**config.mk**
```make
export PLATFORM = sky130hd
export DESIGN_NAME = marauder_ctrl
export DESIGN_NICKNAME = d
export VERILOG_FILES = /design/src/rtl/marauder_pkg.sv /design/src/rtl/marauder_decode.sv /design/src/rtl/marauder_ctrl.sv
export SDC_FILE = /design/constraint.sdc
export NUM_CORES = 1
export LEC_CHECK = 0
export ABC_AREA = 0
export CORE_AREA = 2 2 70 78
export DETAILED_ROUTE_END_ITERATION = 10
export DIE_AREA = 0 0 72 80
export GPL_ROUTABILITY_DRIVEN = 0
export GPL_TIMING_DRIVEN = 0
export PLACE_DENSITY = 0.83
export SETUP_SLACK_MARGIN = 0.1
export SLEW_MARGIN = 20
export SYNTH_ARGS = -nofsm -noshare
export SYNTH_HDL_FRONTEND = slang
export SYNTH_SLANG_ARGS = --single-unit
```
**constraint.sdc**
```tcl
create_clock -name clk -period 4.83 [get_ports clk]
set_clock_uncertainty 0.2 [all_clocks]
set_input_delay 0.483 -clock clk [delete_from_list [all_inputs] [get_ports clk]]
set_output_delay 0.483 -clock clk [all_outputs]
set_load 0.01 [all_outputs]
```
**src/rtl/marauder_pkg.sv**
```systemverilog
// Shared types and constants for the marauder ALU control stage.
package marauder_pkg;

  typedef enum logic [2:0] {
    AluAdd  = 3'b000,
    AluSub  = 3'b001,
    AluAnd  = 3'b010,
    AluOr   = 3'b011,
    AluNor  = 3'b100,
    AluXor  = 3'b101,
    AluXnor = 3'b110,
    AluNand = 3'b111
  } alu_op_e;

  typedef enum logic [1:0] {
    StIdle = 2'b00,
    StRead = 2'b01,
    StExec = 2'b10,
    StWb   = 2'b11
  } ctrl_state_e;

  typedef struct packed {
    alu_op_e    opcode;
    logic [2:0] rd_a;
    logic [2:0] rd_b;
    logic [6:0] wrt_slct;
  } instr_t;

  localparam logic [3:0] BANK_A = 4'b0000;
  localparam logic [3:0] BANK_B = 4'b0001;

endpackage

```
**src/rtl/marauder_decode.sv**
```systemverilog
// Splits a latched instruction into its fields and flags whether the write target is a real bank.
module marauder_decode #(
  parameter logic [3:0] BANK_A = marauder_pkg::BANK_A,
  parameter logic [3:0] BANK_B = marauder_pkg::BANK_B
) (
  input  logic [15:0] instr,
  output logic [2:0]  opcode,
  output logic [2:0]  rd_a,
  output logic [2:0]  rd_b,
  output logic [6:0]  wrt_slct,
  output logic        wb_valid
);
  import marauder_pkg::*;

  instr_t fields;

  assign fields   = instr_t'(instr);
  assign opcode   = fields.opcode;
  assign rd_a     = fields.rd_a;
  assign rd_b     = fields.rd_b;
  assign wrt_slct = fields.wrt_slct;
  // Any other bank code turns the instruction into a compare-only op.
  assign wb_valid = (fields.wrt_slct[6:3] == BANK_A) || (fields.wrt_slct[6:3] == BANK_B);

endmodule

```
**src/rtl/marauder_ctrl.sv**
```systemverilog
// Four-state control stage: fetch operands from banks A/B, run the ALU, write the result back.
module marauder_ctrl #(
  parameter int unsigned DATA_W = 8,
  parameter logic [3:0]  BANK_A = marauder_pkg::BANK_A,
  parameter logic [3:0]  BANK_B = marauder_pkg::BANK_B
) (
  input  logic              clk,
  input  logic              rst_n,
  input  logic              instr_valid,
  output logic              instr_ready,
  input  logic [15:0]       instr,
  output logic [2:0]        rd_slct_a,
  output logic [2:0]        rd_slct_b,
  input  logic [DATA_W-1:0] data_a,
  input  logic [DATA_W-1:0] data_b,
  output logic [2:0]        alu_opcode,
  output logic [DATA_W-1:0] alu_a,
  output logic [DATA_W-1:0] alu_b,
  input  logic [DATA_W-1:0] alu_c,
  input  logic              alu_carry,
  input  logic              alu_zero,
  output logic [6:0]        wrt_slct,
  output logic              wrtnbl,
  output logic [DATA_W-1:0] wb_data,
  output logic              carry_flag,
  output logic              zero_flag,
  output logic              busy,
  output logic              done
);
  import marauder_pkg::*;

  ctrl_state_e       state_q, state_d;
  logic [15:0]       instr_q;
  logic [DATA_W-1:0] alu_a_q, alu_b_q, wb_data_q;
  logic              carry_q, zero_q;
  logic [2:0]        alu_opcode_q;
  logic [6:0]        wrt_slct_q;

  logic [2:0] dec_opcode, dec_rd_a, dec_rd_b;
  logic [6:0] dec_wrt_slct;
  logic       dec_wb_valid;
  logic       accept;

  marauder_decode #(
    .BANK_A(BANK_A),
    .BANK_B(BANK_B)
  ) u_decode (
    .instr    (instr_q),
    .opcode   (dec_opcode),
    .rd_a     (dec_rd_a),
    .rd_b     (dec_rd_b),
    .wrt_slct (dec_wrt_slct),
    .wb_valid (dec_wb_valid)
  );

  assign accept = (state_q == StIdle) && instr_valid;

  always_comb begin
    state_d = state_q;
    unique case (state_q)
      StIdle: if (accept) state_d = StRead;
      StRead: state_d = StExec;
      StExec: state_d = StWb;
      StWb:   state_d = StIdle;
      default: state_d = StIdle;
    endcase
  end

  // Selects are registered so they only move at state boundaries and hold afterwards.
  always_ff @(posedge clk or negedge rst_n) begin
    if (!rst_n) begin
      state_q      <= StIdle;
      instr_q      <= '0;
      alu_a_q      <= '0;
      alu_b_q      <= '0;
      alu_opcode_q <= '0;
      wb_data_q    <= '0;
      carry_q      <= 1'b0;
      zero_q       <= 1'b0;
      wrt_slct_q   <= '0;
    end else begin
      state_q <= state_d;
      if (accept) begin
        instr_q <= instr;
      end
      if (state_q == StRead) begin
        alu_a_q      <= data_a;
        alu_b_q      <= data_b;
        alu_opcode_q <= dec_opcode;
      end
      if (state_q == StExec) begin
        wb_data_q  <= alu_c;
        carry_q    <= alu_carry;
        zero_q     <= alu_zero;
        wrt_slct_q <= dec_wrt_slct;
      end
    end
  end

  // Read selects follow the latched copy, which only changes on accept.
  assign rd_slct_a   = dec_rd_a;
  assign rd_slct_b   = dec_rd_b;
  assign alu_opcode  = alu_opcode_q;
  assign alu_a       = alu_a_q;
  assign alu_b       = alu_b_q;
  assign wrt_slct    = wrt_slct_q;
  assign wb_data     = wb_data_q;
  assign carry_flag  = carry_q;
  assign zero_flag   = zero_q;
  assign instr_ready = (state_q == StIdle);
  assign busy        = (state_q != StIdle);
  assign done        = (state_q == StWb);
  assign wrtnbl      = (state_q == StWb) && dec_wb_valid;

endmodule

```
==> qor.txt <==
Storage element area = 1350 sq um
Initial drt markers = 38
Setup-failing EPs final = 0
Largest net degree at the start of global routing = 55
Post-CTS Setup Bufs = 0
Number of vias per cell = 4.89
Fin crit share = 0.507
Fmax = 409 MHz
Fin Setup TNS = 0 ps
P&R area growth vs syn = 51.4%
Violated checks = negative hold slack
Status = finished, violations left
Sw Ratio = 0.285
Via count = 1,375
Setup crit end = wrtnbl
Share of the synthesized area in the top cell type = 0.626
VDD IR max = 0.405 mV
Hold_buf cts = 0
Reg-to-reg setup timing slack = 3060 ps
Seq pwr share = 0.365
PortBufs = 90
DP Area = 3130 sq um
R2R depth = 5
Routed len/inst = 14.9 microns
DR pass1 iterations = 3
Hold Fails Final Rpt = 3
GRT Util Overall = 0.156
CTS H-tree lvls = 2
Clock insertion delay at the later pin of the skew report = 300 ps
Worst Path Required = 4150 ps
Area contributors post-synth = dfrtp_1, mux2_2, mux2_4
Chip Height = 80 microns
Multi-input logic area = 739 sq um
Synth unique cells = 14
Sequential share of the synthesized area = 0.626
CP Launch Point = state_q[0]
Chip width = 72 microns
Crit path arrival time = 1760 ps
Clk pwr share = 0.158
Final Max Slew Viols = 0
Syn_area_per_cell = 17.3 sq um
Starting density of the core = 0.434
Commonest non-fill, non-tap cell in the layout = clkdlybuf4s50_1
RSZ-0062 raised after global routing = false
Internal power = 1.59 mW
HP Class = input port to asynchronous set/reset pin
Nets = 272
CTS tree = done
CTS Sinks = 54
Crit start category = flop
Final Power = 2.23 mW
DRT antenna net count = 0
Initial antenna violation count = 0
Ant diodes = 0
Share of the core filled with cells = 0.658
Max cap viols = 0
R2r endpoint = wb_data[3]
WL final = 4180 microns
Pwr dens = 683 nW/um^2
Cell taking the most area after synthesis = dfrtp_1
Root buffer cell = clkbuf_8
First-pass GRT wire length = 6840 microns
Worst-path clk slew = 100 ps
Post-synthesis register bit count = 54
Crit. End Element = output pin
Synth Net Count = 175
Global route overflow = 0
Die footprint = 5760 sq um
Clock buffers created by TritonCTS = 5
Worst hold slack = -3.98 ps
Tightest Pin Transition = 669 ps
Yosys warns = 0
Fin area = 3270 sq um
Minimum clock period = 2450 ps
Area of the core = 4970 sq um
Layout cells sized above 1 = 0.309
CTS Buffer Depth = 2
Post-cts resize count = 0
Row count = 27
Mapped cell area = 2160 sq um
I/O Pins = 91
Worst setup path category = flop to output pin
Comb power frac = 0.477
Pleak = 1.42 nW
Reg2reg start = state_q[0]
Post-Synthesis Cells = 125
Residual DRC count = 0
HPWL after DPL = 3080 microns
Number of global-route vias before repair = 1,475
Rel. slew slack = 0.554
Crit path max fanout = 3
Net Switching = 0.636 mW
Most frequent cells in the layout = clkdlybuf4s50_1, dfrtp_1, mux2_2
Fillers = 397
-- critical path, cell delays in order, from the launching register on --
cell,delay [ps]
dfrtp_1,400
ha_1,200
nor4b_1,270
clkdlybuf4s50_1,600
-- Yosys cell counts --
| master | number |
|---|---|
| buf_6 | 2 |
| mux2i_1 | 1 |
| nand2_4 | 1 |
| mux2_4 | 10 |
| buf_2 | 1 |
| mux2_2 | 43 |
| ha_1 | 5 |
| buf_12 | 1 |
| dfrtp_1 | 54 |
| nor2_1 | 1 |
| buf_4 | 1 |
| and2b_2 | 1 |
| inv_1 | 3 |
| nor4b_1 | 1 |
-- how the worst min path moves through the flow --
stage	startpoint	to	slack (ps)
detailed placement	instr_q[1]	instr_q[1]	290
global placement	alu_b[6]	alu_b[6]	290
global route	rst_n	instr_q[12]	40
floorplan	rst_n	alu_a[0]	-10
finish	rst_n	instr_q[12]	-4
CTS	rst_n	instr_q[12]	30
-- sequential cells by signal, summed over array words and instances, names as in the netlist --
register and count:
carry_flag 1, alu_b 8, alu_opcode 3, zero_flag 1, instr_q 16, alu_a 8
wb_data 8, state_q 2, wrt_slct 7
-- power by group through the flow --
stage	Sequential (mW)	Combinational (mW)	Clock (mW)
2_1_floorplan	0.893	0.481	0
3_3_place_gp	0.810	1.06	0
3_5_place_dp	0.824	1.08	0
4_1_cts	0.817	1.08	0.364
5_1_grt	0.844	1.14	0.384
6_report	0.813	1.06	0.353
-- cell families (layout without fill, tap and decap cells) --
| family | Yosys count | in the layout | share of synthesized area |
|---|---|---|---|
| flops | 54 | 54 | 0.626 |
| buf+inv | 8 | 106 | 0.0307 |
| simple gates | 4 | 4 | 0.0151 |
| fa+ha+maj | 5 | 5 | 0.0290 |
| mux | 54 | 54 | 0.299 |
-- stage by stage --
stage / worst slack, ps / cells
3_5_place_dp: 2760 / 273
5_1_grt: 2300 / 281
6_report: 2380 / 281
4_1_cts: 2380 / 281
3_3_place_gp: 1420 / 273
2_1_floorplan: 3130 / 125
-- layer usage --
layer,GRT usage,vias to the layer above,share of wire
met4,0.0566,0,0.011
met2,0.270,56,0.51
met3,0.0442,5,0.071
li1,-,625,-
met5,0,-,0
met1,0.183,689,0.41
-- cell type report --
type / count / area share
Buffer: 5 / 0.0169
Tap cell: 58 / 0.0222
Inverter: 3 / 0.00345
Multi-Input combinational cell: 63 / 0.226
Sequential cell: 54 / 0.414
Clock inverter: 3 / 0.0211
Clock buffer: 5 / 0.0211
Timing Repair Buffer: 90 / 0.275
(Power assumes the default switching activity.)
